[src/rtl/bloco_seq_pkg.sv]
// Purpose: shared types and constants for the BLOCO sequencer.
// Latency: none (declarations only).
// Backpressure: not applicable.
package bloco_seq_pkg;

    localparam int END_REGISTROS = 2;
    localparam int BITS_OP       = 5;
    localparam int BITS_REP      = 4;
    localparam int NUM_OPS       = 20;
    localparam int INSTR_W       = 16;

    // Bit offsets of the instruction word fields.
    localparam int OFS_CLR  = 15;
    localparam int OFS_OP   = 10;
    localparam int OFS_DEST = 8;
    localparam int OFS_SRCA = 6;
    localparam int OFS_SRCB = 4;
    localparam int OFS_REP  = 0;

    typedef enum logic [2:0] {
        IDLE   = 3'd0,
        DECODE = 3'd1,
        EXEC   = 3'd2,
        DONE   = 3'd3,
        CLR    = 3'd4
    } state_t;

    // Field order matches the word layout, MSB first.
    typedef struct packed {
        logic                     clr_flags;
        logic [BITS_OP-1:0]       op;
        logic [END_REGISTROS-1:0] dest;
        logic [END_REGISTROS-1:0] src_a;
        logic [END_REGISTROS-1:0] src_b;
        logic [BITS_REP-1:0]      rep;
    } instr_t;

endpackage

[src/rtl/bloco_seq_decode.sv]
// Purpose: split an instruction word into fields and flag unknown opcodes.
// Latency: combinational.
// Backpressure: none; pure function of the input word.
module bloco_seq_decode
    import bloco_seq_pkg::*;
#(
    parameter int num_ops = NUM_OPS
) (
    input  logic [INSTR_W-1:0] instr_word,
    output instr_t             instr,
    output logic               illegal
);

    // One extra bit so num_ops up to 2**BITS_OP compares correctly.
    localparam logic [BITS_OP:0] NUM_OPS_W = (BITS_OP+1)'(num_ops);

    assign instr   = instr_t'(instr_word);
    assign illegal = ({1'b0, instr.op} >= NUM_OPS_W);

endmodule

[src/rtl/bloco_sequenciador.sv]
// Purpose: multi-cycle controller driving BLOCO selects, opcode and write enable.
// Latency: accept at 0, decode 1, writes 2..2+rep, done at 3+rep (illegal op: done at 2).
// Backpressure: instr_ready only in IDLE without a pending clear_bank; word must be held.
module bloco_sequenciador
    import bloco_seq_pkg::*;
#(
    parameter int end_registros = END_REGISTROS,
    parameter int bits_op       = BITS_OP,
    parameter int bits_rep      = BITS_REP,
    parameter int num_ops       = NUM_OPS
) (
    input  logic                     clk,
    input  logic                     reset,
    input  logic                     instr_valid,
    output logic                     instr_ready,
    input  logic [INSTR_W-1:0]       instr_word,
    input  logic                     clear_bank,
    output logic                     Hab_Escrita,
    output logic [end_registros-1:0] Sel_SA,
    output logic [end_registros-1:0] Sel_SB,
    output logic [end_registros-1:0] Sel_SC,
    output logic [bits_op-1:0]       controleOperacao,
    output logic                     reset_Flags,
    output logic                     reset_Ban_Registros,
    output logic                     busy,
    output logic                     done,
    output logic                     err
);

    state_t                   state_q, state_d;
    logic [bits_rep-1:0]      rep_q, rep_d;
    logic                     illegal_q, illegal_d;
    logic                     hab_q, hab_d;
    logic [end_registros-1:0] sa_q, sa_d, sb_q, sb_d, sc_q, sc_d;
    logic [bits_op-1:0]       op_q, op_d;
    logic                     rf_q, rf_d;
    logic                     rb_q, rb_d;
    logic                     done_q, done_d;
    logic                     err_q, err_d;

    instr_t dec;
    logic   dec_illegal;

    bloco_seq_decode #(.num_ops(num_ops)) u_decode (
        .instr_word (instr_word),
        .instr      (dec),
        .illegal    (dec_illegal)
    );

    assign instr_ready         = (state_q == IDLE) && !clear_bank;
    assign busy                = (state_q != IDLE);
    assign Hab_Escrita         = hab_q;
    assign Sel_SA              = sa_q;
    assign Sel_SB              = sb_q;
    assign Sel_SC              = sc_q;
    assign controleOperacao    = op_q;
    assign reset_Flags         = rf_q;
    assign reset_Ban_Registros = rb_q;
    assign done                = done_q;
    assign err                 = err_q;

    // Next state plus the registered output values for the state being entered.
    always_comb begin
        state_d   = state_q;
        rep_d     = rep_q;
        illegal_d = illegal_q;
        sa_d      = sa_q;
        sb_d      = sb_q;
        sc_d      = sc_q;
        op_d      = op_q;
        hab_d     = 1'b0;
        rf_d      = 1'b0;
        rb_d      = 1'b0;
        done_d    = 1'b0;
        err_d     = 1'b0;
        unique case (state_q)
            IDLE: begin
                if (clear_bank) begin
                    state_d = CLR;
                    rb_d    = 1'b1;
                end else if (instr_valid) begin
                    state_d   = DECODE;
                    rep_d     = dec.rep;
                    illegal_d = dec_illegal;
                    sa_d      = dec.src_a;
                    sb_d      = dec.src_b;
                    sc_d      = dec.dest;
                    op_d      = dec.op;
                    rf_d      = dec.clr_flags;
                end
            end
            DECODE: begin
                if (illegal_q) begin
                    state_d = DONE;
                    done_d  = 1'b1;
                    err_d   = 1'b1;
                end else begin
                    state_d = EXEC;
                    hab_d   = 1'b1;
                end
            end
            EXEC: begin
                if (rep_q == '0) begin
                    state_d = DONE;
                    done_d  = 1'b1;
                end else begin
                    rep_d = rep_q - 1'b1;
                    hab_d = 1'b1;
                end
            end
            DONE:    state_d = IDLE;
            CLR:     state_d = IDLE;
            default: state_d = IDLE;
        endcase
    end

    // State, counter and output registers; reset aborts any instruction in flight.
    always_ff @(posedge clk) begin
        if (!reset) begin
            state_q   <= IDLE;
            rep_q     <= '0;
            illegal_q <= 1'b0;
            sa_q      <= '0;
            sb_q      <= '0;
            sc_q      <= '0;
            op_q      <= '0;
            hab_q     <= 1'b0;
            rf_q      <= 1'b0;
            rb_q      <= 1'b0;
            done_q    <= 1'b0;
            err_q     <= 1'b0;
        end else begin
            state_q   <= state_d;
            rep_q     <= rep_d;
            illegal_q <= illegal_d;
            sa_q      <= sa_d;
            sb_q      <= sb_d;
            sc_q      <= sc_d;
            op_q      <= op_d;
            hab_q     <= hab_d;
            rf_q      <= rf_d;
            rb_q      <= rb_d;
            done_q    <= done_d;
            err_q     <= err_d;
        end
    end

endmodule

[config.mk]
export PLATFORM = sky130hd
export DESIGN_NAME = bloco_sequenciador
export DESIGN_NICKNAME = d
export VERILOG_FILES = /design/src/rtl/bloco_seq_pkg.sv /design/src/rtl/bloco_seq_decode.sv /design/src/rtl/bloco_sequenciador.sv
export SDC_FILE = /design/constraint.sdc
export NUM_CORES = 1
export LEC_CHECK = 0
export ABC_CLOCK_PERIOD_IN_PS = 2300
export CAP_MARGIN = 20
export CORE_ASPECT_RATIO = 1.1
export CORE_MARGIN = 8
export CORE_UTILIZATION = 43
export CTS_CLUSTER_SIZE = 24
export DETAILED_ROUTE_END_ITERATION = 16
export MAX_ROUTING_LAYER = met4
export PLACE_DENSITY = 0.86
export SLEW_MARGIN = 20
export SYNTH_ARGS = -nofsm -noshare
export SYNTH_HDL_FRONTEND = slang
export SYNTH_SLANG_ARGS = --single-unit
[constraint.sdc]
create_clock -name clk -period 2.3 [get_ports clk]
set_input_delay 0.46 -clock clk [delete_from_list [all_inputs] [get_ports clk]]
set_output_delay 0.46 -clock clk [all_outputs]
set_load 0.01 [all_outputs]
# Word level (Yosys, flattened, before mapping)
# Index checks and enable logic that the tools add are counted.
word_totals:
  regBits: 24
  in_bits: 20
  out_inout_bits: 18
  elab_cells: 53
op_classes:
  eq_ne: 7
  n_lt_le_gt_ge: 1
  n_bitwise: 4
  reduce_logical: 12
  add_sub_neg: 1
  muxes: 16
op_table:
  columns: ["operator", "n"]
  rows:
  - ["$mux W4", 3]
  - ["$mux W3", 3]
  - ["$pmux W3 S3", 1]
  - ["$ne A2 B2 Y1 const B", 4]
  - ["$pmux W4 S2", 1]
  - ["$mux W1", 6]
  - ["$reduce_and A2 Y1", 3]
  - ["$ge A5 B5 Y1 const B", 1]
  - ["$logic_not A4 Y1", 1]
  - ["$not A1 Y1", 4]
  - ["$pmux W1 S2", 2]
  - ["$reduce_and A4 Y1", 1]
  - ["$reduce_or A4 Y1", 1]
  - ["$sub A4 B1 Y4 const B", 1]
  - ["$eq A3 B1 Y1 const B", 1]
  - ["$eq A3 B2 Y1 const B", 1]
  - ["$logic_not A3 Y1", 1]
  - ["$ne A3 B3 Y1 const B", 1]
  - ["$reduce_and A3 Y1", 1]
  - ["$reduce_bool A3 Y1", 1]
  - ["$reduce_bool A2 Y1", 1]
  - ["$logic_and A1 B1 Y1", 1]
  - ["$logic_not A1 Y1", 1]

# Logic depth before layout (Yosys ltp)
depth:
  ltp_word: 3
  ltp_mapped: 7
  ltp_nobuf: 6

# Modules after synthesis
# A second synthesis with hierarchy kept.
unflattened:
  hier_cells: 134
  area_unflattened_um2: 1164.9
modules_own_cells:
  columns: ["module", "instances", "seq_area_each_um2", "area_each_um2", "cells_per_inst"]
  rows:
  - ["bloco_sequenciador", 1, 480.5, 1037.2, 117]
  - ["bloco_seq_decode", 1, 0.0, 127.6, 17]

# Worst setup path before layout
# OpenSTA, ideal clock, no wires.
synth_timing:
  path_type: "reg-to-reg"
  start: "reg state_q[0]"
  end: "reg rep_q[0]"
  path_stages_with_launch: 7
  slack_ns: 0.560
  period_less_slack_ns: 1.740
  arrival_time_ns: 1.625
  t_required_ns: 2.184
  path_buffers: 2
  setup_ns: 0.116
  cell_sequence: "dfxtp_1 buf_6 or3_4 buf_6 o32a_4 a211oi_1 and3b_1"
synth_via:
  elab_chain_cells: 3
  elab_cells_between_ends: 8
  classes_between: "eq/ne (4); mux (1); reduce/logical (3)"
synth_rtl:
  columns: ["item", "line_no", "rtl"]
  rows:
  - ["start, declared", "bloco_sequenciador.sv:30", "state_t state_q, state_d;"]
  - ["start signal, assigned", "bloco_sequenciador.sv:133", "state_q <= state_d;"]
  - ["$eq A3 B2 Y1 or $logic_not A3 Y1 (tied branches)", "bloco_sequenciador.sv:76", "unique case (state_q)"]
  - ["$ne A2 B2 Y1 (no source line) or $reduce_bool A2 Y1 (tied branches)", null, null]
  - ["$reduce_and A4 Y1 (no source line)", null, null]
  - ["end signal, assigned", "bloco_sequenciador.sv:134", "rep_q <= rep_d;"]
  - ["end, declared", "bloco_sequenciador.sv:31", "logic [bits_rep-1:0] rep_q, rep_d;"]
# Parallel ways exist; a longest one is shown, timed or not.
# A chain may end at the register's enable or synchronous reset.

# Final worst setup path
layout_timing:
  start: "reg state_q[0]"
  end: "out busy"
layout_via:
  elab_chain_cells: 1
layout_rtl:
  columns: ["item", "line_no", "rtl"]
  rows:
  - ["$reduce_bool A3 Y1", "bloco_sequenciador.sv:51", "assign busy = (state_q != IDLE);"]
  - ["end, declared", "bloco_sequenciador.sv:25", "output logic busy,"]
# No other way between the ends.

==> impl_metrics.csv <==
group,metric,value,unit
place,numPortBuffers,37,
sta,drv_slew,0,
min_path,hold_path.class,"reg2reg",
sta,worst-slew-pin-transition,0.5138,ns
sta,maxSlewHeadroom,0.6567,
grt,grt_max_degree,21,
sta,period_share,0.9094,
floorplanning,pin_count,38,
sta,fin_crit,2.092,ns
drt,wl_per_cell,13.17,um
synth,synth_warnings,0,
floorplanning,num_rows,18,
layout,final_cells,187,
cts,cts_tree,"built",
cts,clkSinkCount,24,
place,gp_congestion,0.8753,
synth,synthArstFlopShare,0,
layout,n_antenna_cell,0,
floorplanning,dieArea,4249,um2
layout,drive_gt1_frac,0.08917,
sta,max_freq,0.4781,GHz
cts,cts_made_buffers,3,
grt,grt_pass1_wl,4.326,mm
cts,htreeDepth,1,
sta,hold_viol_final,0,
drt,viasPerCell,4.904,
synth,synth_area_leaders,"dfxtp_1 46%, nand2_1 10%, a21boi_0 6.5%, nor2_1 3.6%, a21boi_1 2.9%",
place,dp_cells,183,
sta,tns,0,ns
cts,clk_pin_slew,0.13,ns
drt,drt-total-wl,2.462,mm
setup_path,path_max_fanout,9,
cts,cts_buffer_depth,2,
synth,ys.flop_type,"dfxtp_1",
synth,syn_inst,119,
drt,drtIter0Drc,23,
sta,rsz0062_at_grt,"no",
grt,gr-usage-all-layers,0.1279,
drt,drtAntennaViolNets,0,
cts,cts_root_buffer,"clkbuf_4",
setup_path,cp.required,1.84,ns
sta,skew,0.006966,ns
pwr,ir_drop,0.0004399,V
floorplanning,start_util,0.4571,
flow_run,drv_cap,0,
layout,stdcell_area,1470,um2
pwr,leakage,0.5391,nW
grt,grt_overflow,0,
place,post-dp-hpwl,1.899,mm
synth,synth_cell_types,32,
drt,vias,917,
synth,synth_fp_nets,140,
setup_path,end_kind,"output port",
drt,drc,0,
place,placed_area,1434,um2
sta,setup_violations,0,
floorplanning,die_w,62.89,um
layout,fin_nets,179,
cts,clk_latency,0.31,ns
drt,drtPass1Iterations,3,
synth,yosysSeqAreaShare,0.4621,
setup_path,worstPathArrival,1.63,ns
pwr,powerDensity,656.7,nW/um2
grt,antenna_found_initial,0,
cts,ctsHoldBuffers,0,
synth,synthMostInstantiatedCell,"nand2_1",
setup_path,start_kind,"flop",
outcome,status,"complete, no violations",
synth,synthTopCellsByCount,"28 x nand2_1, 24 x dfxtp_1, 10 x nor2_1",
synth,yosys.area.top_type,"dfxtp_1",
floorplanning,die_h,67.57,um
synth,syn_area_per_cell,8.737,um2
synth,netlist_area,1040,um2
grt,first_global_vias,968,
setup_path,path_class,"reg2out",
synth,synth_top_area_frac,0.4621,
synth,synth-seq-cells,24,
floorplanning,core-area,2275,um2
layout,area_growth,41.40,%
synth,synth-edff-count,0,
==> critical path: stages (launching register included) <==
cell	delay, ns
dfxtp_2	0.39
or3_4	0.44
clkdlybuf4s50_1	0.50
==> cell usage in the layout (no fill, tap or decap), drive strengths merged, types with 2 or more instances in the layout <==
cell type,n
a211oi,2
o21ai,3
nor3b,3
inv,4
nor3,2
buf,4
or3,4
a21boi,14
nand2b,2
nor2,10
clkbuf,4
nand2,28
a21oi,3
clkdlybuf4s50,36
dfxtp,24
==> power breakdown <==
part | internal (mW) | leakage (nW) | switching (mW)
sequential | 0.452 | 0.196 | 0.0271
combinational | 0.146 | 0.322 | 0.126
clock | 0.0966 | 0.0210 | 0.119
==> through the flow <==
step                  util  hold WS [ns]  setup slack [ns]  power (mW)
global placement    0.6304        0.4418            0.2724      0.7512
global route        0.6463        0.4862            0.1430       1.024
finish              0.6463        0.4637            0.2083      0.9655
detailed placement  0.6304        0.4481            0.2467      0.7632
CTS                 0.6463        0.4658            0.1920      0.9763
floorplan                -        0.4381            0.5597      0.6525
==> metal layers <==
layer | GRT usage | part of all wire | vias to the layer above
met5 | - | 0 | -
met1 | 0.1355 | 0.47 | 408
li1 | - | - | 477
met3 | 0.04801 | 0.077 | 2
met4 | 0.04274 | 0.0028 | 0
met2 | 0.2177 | 0.45 | 30
==> final timing paths <==
| check | from | endpoint | slack (ns) | cells after the start |
|---|---|---|---|---|
| worst max-delay path | state_q[0] | busy | 0.21 | 2 |
| worst min-delay path | Sel_SA[0] | Sel_SA[0] | 0.46 | 2 |
| worst max register to register | state_q[1] | rep_q[0] | 0.56 | 4 |
| worst min register to register | Sel_SA[0] | Sel_SA[0] | 0.46 | 2 |
==> kinds of logic after synthesis <==
group,share of synthesized area
AO/OA/AOI/OAI,0.2166
XOR/XNOR,0.008425
adder cells (fa/ha/maj),0.01203
buffers and inverters,0.05655
flip-flops,0.4621
AND/OR/NAND/NOR,0.2443
==> repair_timing <==
item / in CTS / in global routing
gates resized for setup: 2 / 0
setup buffers: 0 / 0
setup endpoints to repair: 1 / 0
==> layout make-up <==
type                            instances  area, um2
Timing Repair Buffer                   41      399.1
Sequential cell                        24      481.7
Multi-Input combinational cell         84      500.5
Inverter                                4      15.01
Tap cell                               30      37.54
Clock buffer                            4      36.28
Fill cell                             204      804.5
==> flip-flops by register name (all words and copies together), names as in the netlist <==
name	flops
controleOperacao	5
rep_q	4
state_q	3
Sel_SA	2
Sel_SB	2
Sel_SC	2
Hab_Escrita	1
done	1
err	1
illegal_q	1
reset_Ban_Registros	1
reset_Flags	1
No activity file was read; power rests on OpenSTA's default activity.
